## config.mk

```make
export PLATFORM = sky130hd
export DESIGN_NAME = axil_ctrl_regs_flat
export DESIGN_NICKNAME = d
export VERILOG_FILES = /design/src/rtl/axil_ctrl_regs_if.sv /design/src/rtl/axil_ctrl_regs.sv /design/src/flat_wrapper.sv
export SDC_FILE = /design/constraint.sdc
export NUM_CORES = 1
export LEC_CHECK = 0
export ABC_AREA = 1
export CAP_MARGIN = 10
export CELL_PAD_IN_SITES_DETAIL_PLACEMENT = 0
export CELL_PAD_IN_SITES_GLOBAL_PLACEMENT = 1
export CORE_AREA = 8 8 336 338
export DETAILED_ROUTE_END_ITERATION = 7
export DIE_AREA = 0 0 344 346
export DONT_BUFFER_PORTS = 1
export GPL_TIMING_DRIVEN = 0
export HOLD_SLACK_MARGIN = 0.12
export PLACE_DENSITY_LB_ADDON = 0.1
export SYNTH_ARGS = -nofsm -noshare
export SYNTH_HDL_FRONTEND = slang
export SYNTH_SLANG_ARGS = --single-unit
```

## constraint.sdc

```tcl
create_clock -name clk -period 16.9 [get_ports clk]
set_input_delay 0.845 -clock clk [delete_from_list [all_inputs] [get_ports clk]]
set_output_delay 0.845 -clock clk [all_outputs]
set_load 0.05 [all_outputs]
```

## src/rtl/axil_ctrl_regs_if.sv

```systemverilog
// AXI-Lite bus bundle for the control register block.
// master: drives aw/w/ar channels and b/r ready; slave: drives the rest.
interface axil_ctrl_regs_if #(
    parameter int ADDR_W = 12
) ();
    logic [ADDR_W-1:0] awaddr;
    logic              awvalid;
    logic              awready;
    logic [31:0]       wdata;
    logic [3:0]        wstrb;
    logic              wvalid;
    logic              wready;
    logic [1:0]        bresp;
    logic              bvalid;
    logic              bready;
    logic [ADDR_W-1:0] araddr;
    logic              arvalid;
    logic              arready;
    logic [31:0]       rdata;
    logic [1:0]        rresp;
    logic              rvalid;
    logic              rready;

    modport master (
        output awaddr, awvalid, wdata, wstrb, wvalid, bready,
        output araddr, arvalid, rready,
        input  awready, wready, bresp, bvalid,
        input  arready, rdata, rresp, rvalid
    );

    modport slave (
        input  awaddr, awvalid, wdata, wstrb, wvalid, bready,
        input  araddr, arvalid, rready,
        output awready, wready, bresp, bvalid,
        output arready, rdata, rresp, rvalid
    );
endinterface

```

## src/rtl/axil_ctrl_regs.sv

```systemverilog
// AXI-Lite control/status register file with byte strobes and hw clear.
// Ports: clk, rst (async high), s_axil (slave), reg_out, status_in, clr_in, wr_pulse.
module axil_ctrl_regs #(
    parameter int                  NUM_REGS = 8,
    parameter int                  ADDR_W   = 12,
    parameter logic [NUM_REGS-1:0] RO_MASK  = '0
) (
    input  logic                    clk,
    input  logic                    rst,
    axil_ctrl_regs_if.slave         s_axil,
    output logic [NUM_REGS*32-1:0]  reg_out,
    input  logic [NUM_REGS*32-1:0]  status_in,
    input  logic [NUM_REGS*32-1:0]  clr_in,
    output logic [NUM_REGS-1:0]     wr_pulse
);
    localparam int          IDX_W = ADDR_W - 2;
    localparam int          LOC_W = (NUM_REGS > 1) ? $clog2(NUM_REGS) : 1;
    localparam logic [31:0] NREG  = 32'(NUM_REGS);

    typedef enum logic [2:0] {
        S_IDLE, S_WADDR, S_WDATA, S_WRESP, S_RDATA
    } state_t;

    state_t           r_state;
    logic [IDX_W-1:0] r_aw_idx;
    logic [31:0]      r_wdata;
    logic [3:0]       r_wstrb;
    logic [1:0]       r_bresp;
    logic [1:0]       r_rresp;
    logic [31:0]      r_rdata;
    logic [31:0]      r_regs [NUM_REGS];

    logic             w_commit;
    logic [IDX_W-1:0] w_idx;
    logic [LOC_W-1:0] w_loc;
    logic [31:0]      w_data;
    logic [3:0]       w_strb;
    logic             w_hit;
    logic             w_we;
    logic [IDX_W-1:0] w_ar_idx;
    logic [LOC_W-1:0] w_ar_loc;
    logic             w_ar_in;
    logic [31:0]      w_rd_data;
    logic             w_unused;

    // Low address bits select bytes within a word and are not decoded.
    assign w_unused = ^{s_axil.awaddr[1:0], s_axil.araddr[1:0]};

    // The half captured earlier comes from the holding registers,
    // the half completing now comes straight off the bus.
    assign w_commit = (r_state == S_IDLE  && s_axil.awvalid && s_axil.wvalid)
                   || (r_state == S_WADDR && s_axil.wvalid)
                   || (r_state == S_WDATA && s_axil.awvalid);
    assign w_idx  = (r_state == S_WADDR) ? r_aw_idx
                                         : s_axil.awaddr[ADDR_W-1:2];
    assign w_data = (r_state == S_WDATA) ? r_wdata : s_axil.wdata;
    assign w_strb = (r_state == S_WDATA) ? r_wstrb : s_axil.wstrb;
    assign w_loc  = w_idx[LOC_W-1:0];
    assign w_hit  = (32'(w_idx) < NREG) && !RO_MASK[w_loc];
    assign w_we   = w_commit && w_hit;

    assign w_ar_idx = s_axil.araddr[ADDR_W-1:2];
    assign w_ar_loc = w_ar_idx[LOC_W-1:0];
    assign w_ar_in  = 32'(w_ar_idx) < NREG;

    always_comb begin
        w_rd_data = '0;
        if (w_ar_in) begin
            if (RO_MASK[w_ar_loc])
                w_rd_data = status_in[32*w_ar_loc +: 32];
            else
                w_rd_data = r_regs[w_ar_loc];
        end
    end

    always_ff @(posedge clk or posedge rst) begin
        if (rst) begin
            r_state  <= S_IDLE;
            r_aw_idx <= '0;
            r_wdata  <= '0;
            r_wstrb  <= '0;
            r_bresp  <= '0;
            r_rresp  <= '0;
            r_rdata  <= '0;
            wr_pulse <= '0;
        end else begin
            wr_pulse <= '0;
            if (w_commit) begin
                r_bresp <= w_hit ? 2'b00 : 2'b10;
                if (w_hit && (|w_strb))
                    wr_pulse[w_loc] <= 1'b1;
            end
            case (r_state)
                S_IDLE: begin
                    if (s_axil.awvalid && s_axil.wvalid) begin
                        r_state <= S_WRESP;
                    end else if (s_axil.awvalid) begin
                        r_aw_idx <= s_axil.awaddr[ADDR_W-1:2];
                        r_state  <= S_WADDR;
                    end else if (s_axil.wvalid) begin
                        r_wdata <= s_axil.wdata;
                        r_wstrb <= s_axil.wstrb;
                        r_state <= S_WDATA;
                    end else if (s_axil.arvalid) begin
                        r_rdata <= w_rd_data;
                        r_rresp <= w_ar_in ? 2'b00 : 2'b10;
                        r_state <= S_RDATA;
                    end
                end
                S_WADDR: if (s_axil.wvalid)  r_state <= S_WRESP;
                S_WDATA: if (s_axil.awvalid) r_state <= S_WRESP;
                S_WRESP: if (s_axil.bready)  r_state <= S_IDLE;
                S_RDATA: if (s_axil.rready)  r_state <= S_IDLE;
                default: r_state <= S_IDLE;
            endcase
        end
    end

    // Written bytes win over a same-cycle clear; RO slots stay zero.
    always_ff @(posedge clk or posedge rst) begin
        if (rst) begin
            for (int k = 0; k < NUM_REGS; k++)
                r_regs[k] <= '0;
        end else begin
            for (int k = 0; k < NUM_REGS; k++) begin
                for (int b = 0; b < 4; b++) begin
                    if (RO_MASK[k])
                        r_regs[k][8*b +: 8] <= '0;
                    else if (w_we && (w_loc == LOC_W'(k)) && w_strb[b])
                        r_regs[k][8*b +: 8] <= w_data[8*b +: 8];
                    else
                        r_regs[k][8*b +: 8] <= r_regs[k][8*b +: 8]
                                             & ~clr_in[32*k + 8*b +: 8];
                end
            end
        end
    end

    for (genvar k = 0; k < NUM_REGS; k++) begin : g_out
        assign reg_out[32*k +: 32] = r_regs[k];
    end

    assign s_axil.awready = (r_state == S_IDLE) || (r_state == S_WDATA);
    assign s_axil.wready  = (r_state == S_IDLE) || (r_state == S_WADDR);
    assign s_axil.arready = (r_state == S_IDLE);
    assign s_axil.bvalid  = (r_state == S_WRESP);
    assign s_axil.rvalid  = (r_state == S_RDATA);
    assign s_axil.bresp   = r_bresp;
    assign s_axil.rresp   = r_rresp;
    assign s_axil.rdata   = r_rdata;
endmodule

```

## src/flat_wrapper.sv

```systemverilog
// flat-port wrapper written by rule: the top's interface ports become plain ports
module axil_ctrl_regs_flat 
#(
    parameter int                  NUM_REGS = 8,
    parameter int                  ADDR_W   = 12,
    parameter logic [NUM_REGS-1:0] RO_MASK  = '0
)
  (clk, rst, reg_out, status_in, clr_in, wr_pulse, s_axil_awaddr, s_axil_awvalid, s_axil_wdata, s_axil_wstrb, s_axil_wvalid, s_axil_bready, s_axil_araddr, s_axil_arvalid, s_axil_rready, s_axil_awready, s_axil_wready, s_axil_bresp, s_axil_bvalid, s_axil_arready, s_axil_rdata, s_axil_rresp, s_axil_rvalid);
  axil_ctrl_regs_if #(.ADDR_W(ADDR_W)) s_axil_i ();
  input  logic clk;
  input  logic rst;
  output logic [NUM_REGS*32-1:0] reg_out;
  input  logic [NUM_REGS*32-1:0] status_in;
  input  logic [NUM_REGS*32-1:0] clr_in;
  output logic [NUM_REGS-1:0] wr_pulse;
  input wire logic [$bits(s_axil_i.awaddr)-1:0] s_axil_awaddr;
  input wire logic [$bits(s_axil_i.awvalid)-1:0] s_axil_awvalid;
  input wire logic [$bits(s_axil_i.wdata)-1:0] s_axil_wdata;
  input wire logic [$bits(s_axil_i.wstrb)-1:0] s_axil_wstrb;
  input wire logic [$bits(s_axil_i.wvalid)-1:0] s_axil_wvalid;
  input wire logic [$bits(s_axil_i.bready)-1:0] s_axil_bready;
  input wire logic [$bits(s_axil_i.araddr)-1:0] s_axil_araddr;
  input wire logic [$bits(s_axil_i.arvalid)-1:0] s_axil_arvalid;
  input wire logic [$bits(s_axil_i.rready)-1:0] s_axil_rready;
  output wire logic [$bits(s_axil_i.awready)-1:0] s_axil_awready;
  output wire logic [$bits(s_axil_i.wready)-1:0] s_axil_wready;
  output wire logic [$bits(s_axil_i.bresp)-1:0] s_axil_bresp;
  output wire logic [$bits(s_axil_i.bvalid)-1:0] s_axil_bvalid;
  output wire logic [$bits(s_axil_i.arready)-1:0] s_axil_arready;
  output wire logic [$bits(s_axil_i.rdata)-1:0] s_axil_rdata;
  output wire logic [$bits(s_axil_i.rresp)-1:0] s_axil_rresp;
  output wire logic [$bits(s_axil_i.rvalid)-1:0] s_axil_rvalid;
  assign s_axil_i.awaddr = s_axil_awaddr;
  assign s_axil_i.awvalid = s_axil_awvalid;
  assign s_axil_i.wdata = s_axil_wdata;
  assign s_axil_i.wstrb = s_axil_wstrb;
  assign s_axil_i.wvalid = s_axil_wvalid;
  assign s_axil_i.bready = s_axil_bready;
  assign s_axil_i.araddr = s_axil_araddr;
  assign s_axil_i.arvalid = s_axil_arvalid;
  assign s_axil_i.rready = s_axil_rready;
  assign s_axil_awready = s_axil_i.awready;
  assign s_axil_wready = s_axil_i.wready;
  assign s_axil_bresp = s_axil_i.bresp;
  assign s_axil_bvalid = s_axil_i.bvalid;
  assign s_axil_arready = s_axil_i.arready;
  assign s_axil_rdata = s_axil_i.rdata;
  assign s_axil_rresp = s_axil_i.rresp;
  assign s_axil_rvalid = s_axil_i.rvalid;
  axil_ctrl_regs #(.NUM_REGS(NUM_REGS), .ADDR_W(ADDR_W), .RO_MASK(RO_MASK)) u_core (.clk(clk), .rst(rst), .s_axil(s_axil_i), .reg_out(reg_out), .status_in(status_in), .clr_in(clr_in), .wr_pulse(wr_pulse));
endmodule
```

# --- Yosys cells after proc, flatten, opt, wreduce, memory -nomap -nowiden ---
# Memories as Yosys holds them, arrays and structs flattened.
# Cells that the tools add are included.
word_totals:
  mem_bits_ro: 16
  elab_cells: 227
  ff_bits: 349
  n_memories: 2
  out_inout_bits: 305
op_classes:
  n_eq_ne: 16
  order_cmp: 6
  shift: 1
  n_bitwise: 68
  mux: 57
  n_reduce_logical: 61
memory_table:
  columns: ["name", "depth", "word_bits", "read_ports", "rd_ports_with_merged_regs", "wr", "line", "source"]
  rows:
  - ["(no name shown)", 8, 1, 1, 0, 0, "axil_ctrl_regs.sv:69", "if (RO_MASK[w_ar_loc])"]
  - ["(no name shown)", 8, 1, 1, 0, 0, "axil_ctrl_regs.sv:59", "assign w_hit = (32'(w_idx) < NREG) && !RO_MASK[w_loc];"]
ops:
  columns: ["operator", "n"]
  rows:
  - ["$mux 8", 34]
  - ["$and 8x8->8", 32]
  - ["$not 8->8", 32]
  - ["$shiftx 256x9->32", 1]
  - ["$mux 32", 5]
  - ["$bmux 32 s3", 1]
  - ["$logic_and 1x1->1", 49]
  - ["$mux 3", 8]
  - ["$lt 10x4->1 const B", 2]
  - ["$eq 3x3->1 const B", 5]
  - ["$pmux 3 s5", 1]
  - ["$eq 3x2->1 const B", 4]
  - ["$mux 10", 1]
  - ["$reduce_and 5->1", 2]
  - ["$lt 3x4->1 const B", 2]
  - ["$ne 2x2->1 const B", 4]
  - ["$eq 3x1->1 const B", 2]
  - ["$logic_not 3->1", 2]
  - ["$ne 5x4->1 const B", 1]
  - ["$ge 4x4->1 const B", 1]
  - ["$logic_or 1x1->1", 4]
  - ["$mux 2", 2]
  - ["$mux 4", 1]
  - ["$not 3->4", 1]
  - ["8 further kinds", 12]

# --- Longest topological paths before layout ---
# Gate-level depths: netlist of run 1.
logic_depth:
  depth_word: 10
  depth_mapped: 10
  mapped_depth_nobuf: 9

# --- Worst setup path before layout of run 1 ---
# OpenSTA, ideal clock, no wires.
synth_timing:
  path_type: "register to output"
  start: "register u_core.r_state[0]"
  end: "output s_axil_rvalid"
  path_slack_ps: 14384
  required_ps: 16055
  n_path_buf: 1
  stages_incl_launch_ff: 3
  t_arrival_ps: 1671
  cell_sequence: "dfrtp_1 -> buf_2 -> nor3_1"
synth_via:
  elab_chain_len: 1
synth_lines:
  columns: ["element", "line", "source"]
  rows:
  - ["from (decl)", "axil_ctrl_regs.sv:24", "state_t r_state;"]
  - ["from (signal assigned)", "axil_ctrl_regs.sv:78", "r_state <= S_IDLE;"]
  - ["from (signal assigned)", "axil_ctrl_regs.sv:96", "r_state <= S_WRESP;"]
  - ["from (signal assigned)", "axil_ctrl_regs.sv:99", "r_state <= S_WADDR;"]
  - ["$eq 3x3->1", "axil_ctrl_regs.sv:147", "assign s_axil.rvalid = (r_state == S_RDATA);"]
  - ["to (decl)", "flat_wrapper.sv:32", "output wire logic [$bits(s_axil_i.rvalid)-1:0] s_axil_rvalid;"]
# No other way between the ends.

# --- Final worst setup path of run 1 ---
layout_timing:
  start: "register u_core.r_state[0]"
  end: "register u_core.r_wdata[28]"
layout_via:
  elab_chain_len: 2
layout_lines:
  columns: ["element", "line", "source"]
  rows:
  - ["$logic_not 3->1", null, null]
  - ["via s_axil_arready", "flat_wrapper.sv:29", "output wire logic [$bits(s_axil_i.arready)-1:0] s_axil_arready;"]
  - ["$reduce_and 4->1 (no source line)", null, null]
  - ["to (signal assigned)", "axil_ctrl_regs.sv:101", "r_wdata <= s_axil.wdata;"]
  - ["to (decl)", "axil_ctrl_regs.sv:26", "logic [31:0] r_wdata;"]
# The timed path passes the listed nets, and every way through them passes these cells.
# A chain may end at the register's enable or synchronous reset.

==> impl_results.md, run 1 <==
- Status: complete, no violations
- Max-slew headroom: 13.9%
- Worst r2r src: u_core.r_state[0]
- Synth cell types: 30
- Max cap viols: 0
- Initial antenna violation count: 25
- DIE WIDTH: 344 µm
- First-pass GRT wire length: 177000 µm
- CTS tree: built
- Vias in the first global route: 19335
- Dpl hpwl: 104000 µm
- CTS sink count: 347
- Filler cell count: 12249
- Nets: 3244
- R2R setup slack: 12.86 ns
- GP Congestion: 0.808
- Drt drc: 0
- Final Hold Viols: 0
- Syn. warnings: 0
- RSZ-0062 raised after global routing: false
- Critical path class: register to register
- DR vias: 18790
- Ys async rst share: 100%
- Starting Density: 17.3%
- Via/cell ratio: 4.55
- Die area: 0.119 mm²
- Syn avg cell area: 7.15 µm²
- CP max FO: 10
- Seq/Total Area, Yosys: 46.5%
- WHS Path Cells: 2
- Post-route ant nets: 0
- Most frequent cells in the layout: 819 x nand2_1, 347 x dfrtp_1, 342 x nor2_1
- Post-route setup TNS: 0 ns
- Reg clk slew, reported paths: 0.06 ns
- Site Rows: 121
- Tcrit/Tclk final: 23.9%
- Critical Path Sink Type: register
- Area growth syn-to-layout: 19.5%
- Worst Hold Slack: 0.329 ns
- Clock Tree Root: clkbuf_16
- CTS H-tree depth: 2
- Worst setup SP type: register
- Hold path endpoint: u_core.r_aw_idx[0]
- Achievable Freq: 247 MHz
- Period minus WS final: 4.04 ns
- Setup violations, final: 0
- Crit path arrival time: 4.48 ns
- Pleak: 10.3 nW
- Placed Area: 0.0205 mm²
- Detailed-route wire length per cell: 32.4 µm
- Core Util, Final: 20.7%
- Worst skew pair latency: 0.64 ns
- Cts repair resizes: 0
- Worst reg2reg path endpoint: u_core.r_wdata[28]
- Worst-Margin Slew: 1.29 ns
- Total Routing Usage GR: 21.6%
- Synthesized area: 0.0187 mm²
- Worst-case clock buffer depth: 3
- Commonest non-fill, non-tap cell in the layout: nand2_1
- Die height: 346 µm
- Starting DRT DRC Count: 1403
- Hold crit path type: input port to register
- PortBufs: 0
- Layout cells sized above 1: 6.47%
- VDD IR max: 67.9 µV
- Hold Buf Count CTS: 1
- EDFF count, synth: 0
- Routed wire length: 134000 µm
- Core area: 0.108 mm²
- Placed cells: 4026
- Num CTS Buffers: 50
- Req. time, crit path: 17.34 ns
- Top FF cell, synth: dfrtp_1
- Final non-filler cell total: 4134
- R2R depth: 7
- Syn Inst Count: 2608
- First-pass DRT Iterations: 5
- Gr ovfl total: 0
- Post-layout instance area: 0.0223 mm²
- Yosys reg bits: 347
- IO Count: 884
- PwrDens: 143 mW/mm²
- Worst Hold Launch: s_axil_awaddr[2]
- Final slew viol count: 0
- # Post-CTS Setup Buffers: 0
- Final clock skew: 0.0262 ns
- Largest net degree at the start of global routing: 100
[area by class of cell]
class / count / area [µm²] / share of cell area [%]
flip-flops and latches: 347 / 8680 / 38.9
multi-input cells: 1794 / 8130 / 36.5
well taps: 1414 / 1770 / 7.94
clock buffers: 74 / 1470 / 6.61
inverters: 310 / 1170 / 5.25
plain buffers: 158 / 687 / 3.08
clock inverters: 18 / 248 / 1.11
repair buffers: 4 / 92.6 / 0.415
diodes: 15 / 37.5 / 0.168
[critical path: stages (launching register included)]
cell and delay, ns:
dfrtp_1 0.38, nor2_2 0.58, nand2_1 0.22, inv_1 0.45, nand2_1 0.10, nor2_1 0.87
clkbuf_1 1.01, o21ai_0 0.19
[Yosys cell counts, types with 2 or more instances]
| master | number | area share, % |
|---|---|---|
| o21ai_1 | 32 | 0.86 |
| clkbuf_1 | 88 | 1.8 |
| inv_1 | 307 | 6.2 |
| inv_2 | 3 | 0.060 |
| dfrtp_1 | 347 | 47 |
| nand2_1 | 819 | 16 |
| nor2_1 | 342 | 6.9 |
| mux2_2 | 5 | 0.30 |
| buf_2 | 60 | 1.6 |
| o21ai_0 | 108 | 2.9 |
| buf_4 | 5 | 0.20 |
| nor3_1 | 5 | 0.13 |
| o211ai_1 | 64 | 2.6 |
| nor2_2 | 6 | 0.20 |
| nor2_4 | 4 | 0.24 |
| nand4_1 | 263 | 8.8 |
| buf_1 | 5 | 0.10 |
| nand3_1 | 66 | 1.8 |
| a21oi_1 | 67 | 1.8 |
| o21ai_2 | 2 | 0.094 |
[power by group]
part           leakage [nW]  switching, mW  internal, mW
registers              4.75          0.109         0.904
clock network         0.854          0.466         0.692
logic                  4.73          0.862         0.152
[state kept, by name, summed over array words and instances (netlist names)]
| register | cells |
|---|---|
| u_core.s_axil.rdata | 32 |
| u_core.r_aw_idx | 10 |
| u_core.r_wstrb | 4 |
| u_core.s_axil.rresp | 1 |
| u_core.wr_pulse | 8 |
| u_core.s_axil.bresp | 1 |
| u_core.r_state | 3 |
| u_core.reg_out | 256 |
| u_core.r_wdata | 32 |
[through the flow]
| step | power (mW) | setup WS [ns] |
|---|---|---|
| after floorplan | 1.53 | 6.43 |
| after global placement | 2.05 | -0.0517 |
| after detailed placement | 2.06 | 12.84 |
| after CTS | 3.24 | 12.82 |
| after global routing | 3.33 | 12.56 |
| final | 3.19 | 12.86 |
[routing by layer]
layer	vias to the layer above	global-route usage (%)	routed length [µm]
met5	-	0	124
met4	18	4.74	3040
met3	155	6.79	11100
met2	686	37.4	65300
met1	9364	26.2	54400
li1	8567	-	-
[worst max-delay path by stage]
stage | start | end | slack [ns] | depth (start not counted)
finish | u_core.r_state[0] | u_core.r_wdata[28] | 12.86 | 7
global route | u_core.r_state[2] | u_core.r_wdata[28] | 12.56 | 7
CTS | u_core.r_state[2] | u_core.s_axil.rdata[4] | 12.82 | 8
detailed placement | u_core.r_state[2] | u_core.s_axil.rdata[4] | 12.84 | 8
global placement | rst | u_core.r_aw_idx[6] | -0.05 | 1
floorplan | rst | u_core.r_aw_idx[0] | 6.43 | 1
[cells by family (layout without fill, tap and decap cells)]
kind of cell           after synthesis  after routing  synth area share [%]
multiplexers                         5              5                 0.302
AND/OR/NAND/NOR                   1509           1509                  34.7
flip-flops                         347            347                  46.5
other                                1             17                0.0201
AO/OA/AOI/OAI                      278            278                  8.51
buffers and inverters              468            564                  9.92
No activity file was read; power rests on OpenSTA's default activity.
==> run 2, diff against run 1 <==
- CORE_AREA: 8 8 336 338 -> 8 8 340 342
- DIE_AREA: 0 0 344 346 -> 0 0 348 350
- clock period: 16.9 -> 3.3 ns (I/O delays scaled with it)
==> run 2 against run 1 <==
  * Total power rose to 5.3 times the previous value
  * Largest cell class unchanged
  * Fmax grew 28%
  * Register-to-register slack worse by 13 ns
  * Global-route usage up 0.12 points
  * Die area is 2.3% higher
  * Hold slack got worse by 0.13 ns
  * Count of clock-buffer cells in the layout rose by 8
  * Largest power group unchanged
==> impl_results.md, run 2 (synthesis results as in run 1) <==
- Status: complete, no violations
- Worst-Margin Slew: 1.20 ns (-0.0912 ns)
- Final clock skew: 0.0217 ns (-0.00451 ns)
- CP max FO: 10 (unchanged)
- Worst Hold Slack: 0.196 ns (-0.133 ns)
- Tcrit/Tclk final: 95.6% (+72 points)
- Site Rows: 122 (+0.83%)
- Length of routed met2 wiring: 67100 µm (+2.7%)
- Period minus WS final: 3.15 ns (-0.889 ns)
- Most frequent cells in the layout: 818 x nand2_1, 347 x dfrtp_1, 340 x nor2_1
- Filler cell count: 12299 (+0.41%)
- Die area: 0.122 mm² (+2.3%)
- Vias in the first global route: 21031 (+8.8%)
- CTS tree: built
- Hold crit path type: input port to async pin
- M1 WL: 57200 µm (+5.3%)
- Via/cell ratio: 4.43 (-2.5%)
- Drt drc: 0 (unchanged)
- Area growth syn-to-layout: 38.9%
- First-pass DRT Iterations: 5 (unchanged)
- Reg clk slew, reported paths: 0.06 ns (about the same)
- Commonest non-fill, non-tap cell in the layout: nand2_1
- Post-route ant nets: 0 (unchanged)
- Starting DRT DRC Count: 1330 (-5.2%)
- Max-slew headroom: 20.0% (+6.1 points)
- Critical Path Sink Type: register
- # Post-CTS Setup Buffers: 0 (unchanged)
- CTS sink count: 347 (unchanged)
- Final Hold Viols: 0 (unchanged)
- Final slew viol count: 0 (unchanged)
- GP Congestion: 0.822 (+1.8%)
- Met3 routed WL: 9420 µm (-15%)
- First-pass GRT wire length: 184000 µm (+4.0%)
- Worst setup SP type: register
- Worst-case clock buffer depth: 3 (unchanged)
- Total power: 16.8 mW (+430%)
- Max cap viols: 0 (unchanged)
- Total Routing Usage GR: 21.8% (+0.12 points)
- Core area: 0.110 mm² (+2.1%)
- Sequential cell area: 0.00868 mm² (unchanged)
- Crit path arrival time: 3.71 ns (-0.77 ns)
- Critical path class: register to register
- Dpl hpwl: 106000 µm (+1.9%)
- IO Count: 884 (unchanged)
- Req. time, crit path: 3.86 ns (-13.48 ns)
- Achievable Freq: 317 MHz (+28%)
- CTS H-tree depth: 2 (unchanged)
- Post-route setup TNS: 0 ns (unchanged)
- Pleak: 11.8 nW (+14%)
- Worst skew pair latency: 0.64 ns (about the same)
- Detailed-route wire length per cell: 30.2 µm (-6.8%)
- Routed wire length: 137000 µm (+2.6%)
- PortBufs: 0 (unchanged)
- Gr ovfl total: 0 (unchanged)
- Num CTS Buffers: 52 (+4.0%)
- Starting Density: 17.0% (-0.36 points)
- PwrDens: 648 mW/mm² (+350%)
- RSZ-0062 raised after global routing: true
- Multi-input gate area: 0.00819 mm² (+0.75%)
- Largest net degree at the start of global routing: 38 (-62%)
- VDD IR max: 380 µV (+460%)
- Setup violations, final: 0 (unchanged)
- Nets: 3583 (+10%)
- DIE WIDTH: 348 µm (+1.2%)
- Top Layer Used: met5
- Die height: 350 µm (+1.2%)
- DR vias: 20176 (+7.4%)
- Initial antenna violation count: 27 (+8.0%)
- Clock Tree Root: clkbuf_16
- Max reg flops: 256 (unchanged)
- Layout cells sized above 1: 6.64% (+0.17 points)
[run 2: cell count changes in the layout (fill, tap and decap cells not counted), sizes merged, moves of 7 or more]
cell,delta
buf,+8
clkbuf,+8
clkinv,-7
dlygate4sd3,+328
[run 2: repair_timing]
item / CTS / global route
resized for setup: 9 / 21
cloned: 0 / 0
hold buffers: 324 / 5
setup endpoints to repair: 209 / 62
endpoints found under the hold margin: 438 / 39
pin swaps: 0 / 0
[run 2: metrics by stage]
| stage | instances | setup WS (ns) | instance area (µm²) | util (%) |
|---|---|---|---|---|
| 6_report | 4551 | 0.146 | 25900 | 23.6 |
| 5_1_grt | 4541 | -0.0147 | 25900 | 23.5 |
| 4_1_cts | 4527 | 0.00642 | 25800 | 23.4 |
| 3_5_place_dp | 4109 | -0.931 | 20800 | 18.9 |
| 3_3_place_gp | 4097 | -4.95 | 20500 | 18.7 |
| 2_1_floorplan | 2609 | -1.51 | 18700 | - |
[run 2: final cells by class]
class	count	area share (%)
flip-flops and latches	347	33.5
multi-input cells	1794	31.6
repair buffers	341	13.6
well taps	1488	7.18
clock buffers	82	6.19
inverters	310	4.50
plain buffers	158	2.72
clock inverters	12	0.497
diodes	19	0.183
[run 2: final timing paths]
check / startpoint / end / cells past startpoint / slack (ns)
hold / removal: rst / u_core.reg_out[221] / 3 / 0.20
setup / recovery: u_core.r_state[0] / u_core.reg_out[139] / 9 / 0.15
hold reg to reg: u_core.r_wstrb[2] / u_core.r_wstrb[2] / 1 / 0.50
setup reg to reg: u_core.r_state[0] / u_core.reg_out[139] / 9 / 0.15
min in group clk: s_axil_wdata[9] / u_core.reg_out[233] / 4 / 0.20
max in group asynchronous: rst / u_core.reg_out[60] / 3 / 1.72
[run 2: critical path, stage by stage, from the launching register on]
cell and delay (ns):
dfrtp_1 0.40, buf_2 0.20, nand3_2 0.21, nand2_1 0.10
nand2_2 0.18, inv_2 0.12, nor2_4 0.53, clkbuf_1 0.88
nand4_1 0.30, nand2_1 0.14
[run 2: metal layers]
metal	vias up	track usage, %
met5	-	0
met3	170	5.13
li1	9245	-
met4	6	5.76
met1	9986	27.0
met2	769	37.7
[run 2: power breakdown]
part / switching (mW) / leakage [nW] / total [mW] / internal (mW)
Clock: 2.36 / 0.848 / 5.83 / 3.47
Sequential: 0.565 / 4.75 / 5.20 / 4.63
Combinational: 4.60 / 6.19 / 5.76 / 1.16
Total: 7.53 / 11.8 / 16.8 / 9.26
==> run 3, diff against run 2 <==
--- a/constraint.sdc
+++ b/constraint.sdc
@@ -3,2 +3,2 @@
 set_output_delay 0.165 -clock clk [all_outputs]
-set_load 0.05 [all_outputs]
+set_load 0.1 [all_outputs]
==> run 3 against run 2 <==
  * First-iteration DRC count is 3.8% lower
  * Fmax is 2.0% lower
  * Die area stayed put
  * Combinational power is 5.6% higher
  * Critical endpoint is now u_core.reg_out[3]
  * Cell area is 1.3% higher
  * Sequential share of layout area is 0.43 points lower
  * Highest routed layer unchanged
==> impl_results.md, run 3 (synthesis results as in run 1) <==
- CTS tree: built
- Final slew viol count: 0 (unchanged)
- CTS sink count: 347 (unchanged)
- Starting DRT DRC Count: 1280 (-3.8%)
- RSZ-0062 raised after global routing: true
- Vias in the first global route: 21193 (+0.77%)
- Routed wire length: 136000 µm (-0.81%)
- Site Rows: 122 (unchanged)
- Gr ovfl total: 0 (unchanged)
- Slowest-stage cell, CP: o21ai_1
- Die height: 350 µm (unchanged)
- Req. time, crit path: 3.86 ns (about the same)
- Worst-case clock buffer depth: 3 (unchanged)
- Via/cell ratio: 4.43 (-0.16%)
- DR vias: 20171 (-0.025%)
- Reg clk slew, reported paths: 0.06 ns (about the same)
- Placed cells: 4110 (+0.024%)
- Initial antenna violation count: 27 (unchanged)
- Most frequent cells in the layout: 818 x nand2_1, 347 x dfrtp_1, 340 x nor2_1
- DIE WIDTH: 348 µm (unchanged)
- Final clock skew: 0.0166 ns (-0.00512 ns)
- VDD IR max: 368 µV (-3.1%)
- Drt drc: 0 (unchanged)
- CTS H-tree depth: 2 (unchanged)
- Critical Path Sink Type: register
- Critical path class: register to register
- Setup violations, final: 0 (unchanged)
- First-pass GRT wire length: 183000 µm (-0.83%)
- Num CTS Buffers: 52 (unchanged)
- Worst-Margin Slew: 1.30 ns (+0.105 ns)
- Worst path cell trace: nor2_4, nand2_1, buf_2, clkbuf_1, o21ai_1, nand4_1, nand2_1
- Dpl hpwl: 106000 µm (+0.13%)
- Post-route ant nets: 0 (unchanged)
- Delay-heaviest family, CP: simple AND/OR/NAND/NOR gates
- Total Routing Usage GR: 21.6% (-0.19 points)
- Tcrit/Tclk final: 97.5% (+1.9 points)
- Nets: 3595 (+0.33%)
- Total power: 17.4 mW (+3.5%)
- Starting Density: 17.0% (unchanged)
- CP bufs+invs: 2 (-1)
- Clock Tree Root: clkbuf_16
- Crit path arrival time: 3.77 ns (+0.06 ns)
- Commonest non-fill, non-tap cell in the layout: nand2_1
- Layout cells sized above 1: 8.78% (+2.1 points)
- First-pass DRT Iterations: 5 (unchanged)
- Max-slew headroom: 13.0% (-7.0 points)
- IO Count: 884 (unchanged)
- Status: complete, no violations
- Core area: 0.110 mm² (unchanged)
- Period minus WS final: 3.22 ns (+0.0635 ns)
- Die area: 0.122 mm² (unchanged)
- Area growth syn-to-layout: 40.7%
- Largest net degree at the start of global routing: 36 (-5.3%)
- GP Congestion: 0.822 (about the same)
- Critical path's most frequent cell: nand2_1
- Filler cell count: 12271 (-0.23%)
- Max incr delay on CP: 0.89 ns (about the same)
- Final Hold Viols: 0 (unchanged)
- Final non-filler cell total: 4557 (+0.13%)
- Worst setup SP type: register
- PortBufs: 0 (unchanged)
- CP max FO: 10 (unchanged)
- Worst skew pair latency: 0.64 ns (about the same)
- Achievable Freq: 311 MHz (-2.0%)
- Detailed-route wire length per cell: 29.9 µm (-0.94%)
- Hold crit path type: input port to register
- Max cap viols: 0 (unchanged)
- Max reg flops: 256 (unchanged)
- Pleak: 11.9 nW (+1.1%)
- PwrDens: 662 mW/mm² (+2.2%)
==> run 3: cell count changes in the layout (fill, tap and decap cells not counted), moves of 4 or more <==
cell / previous run / this run
buf_2: 58 / 54
clkbuf_2: 5 / 23
o21ai_1: 27 / 6
clkbuf_8: 17 / 13
o21ai_2: 7 / 27
buf_4: 5 / 15
nand3_4: 0 / 4
nand3_2: 4 / 20
clkbuf_1: 93 / 77
nand3_1: 63 / 43
==> run 3: final cells by class <==
cell class / count / area (µm²) / area share, %
Tap cell: 1488 / 1860 / 7.09
Clock buffer: 79 / 1550 / 5.92
Sequential cell: 347 / 8680 / 33.1
Multi-Input combinational cell: 1794 / 8430 / 32.1
Clock inverter: 11 / 133 / 0.505
Inverter: 310 / 1170 / 4.46
Buffer: 158 / 734 / 2.80
Antenna cell: 17 / 42.5 / 0.162
Timing Repair Buffer: 353 / 3650 / 13.9
==> run 3: worst register-to-register path: cells and delay by family (launching register included) <==
| family | cells | cell delay, ns |
|---|---|---|
| AOI/OAI and AO/OA | 1 | 0.90 |
| buffers and inverters | 2 | 0.66 |
| DFF | 1 | 0.40 |
| and+or+nand+nor | 4 | 1.19 |
==> run 3: path summary, 6_finish.rpt <==
check | cells past startpoint | from | slack, ns | end
min in group asynchronous | 3 | rst | 0.20 | u_core.reg_out[91]
min | 5 | s_axil_wstrb[3] | 0.14 | u_core.reg_out[24]
max in group asynchronous | 3 | rst | 1.72 | u_core.reg_out[250]
max reg2reg | 7 | u_core.r_state[0] | 0.08 | u_core.reg_out[3]
max | 7 | u_core.r_state[0] | 0.08 | u_core.reg_out[3]
min reg2reg | 1 | u_core.r_wstrb[2] | 0.50 | u_core.r_wstrb[2]
==> run 3: power by group <==
group          internal [mW]  switching (mW)
Sequential              4.62           0.935
Clock                   3.44            2.30
Combinational           1.25            4.83
Total                   9.31            8.07
==> run 3: layer usage <==
layer	GRT usage, %	share of wire [%]	up-vias
met2	37.0	48	748
met4	5.56	2.8	10
met5	0	0.048	-
met3	5.99	7.2	165
li1	-	-	9277
met1	26.7	42	9971
==> run 3: timing repair <==
item                                   in CTS  in global routing
setup buffers                               2                  6
pin swaps                                   0                  2
hold buffers                              324                  7
endpoints found under the hold margin     414                 56
gates cloned                                0                  0
setup endpoints to repair                 335                225
resized for setup                          56                 47
==> run 3: metrics by stage <==
stage                     setup slack, ns  hold WS [ns]  instance area, µm²  utilization [%]   TNS, ns
final                              0.0825         0.141               26300             23.9         0
after global routing              -0.0699         0.150               26200             23.8    -0.965
after CTS                         -0.0416         0.122               25900             23.6    -0.289
after detailed placement            -1.29         0.163               20800             18.9   -185.09
after global placement              -4.83         0.292               20500             18.7  -1820.15
after floorplan                     -1.51         0.286               18700                -   -523.78
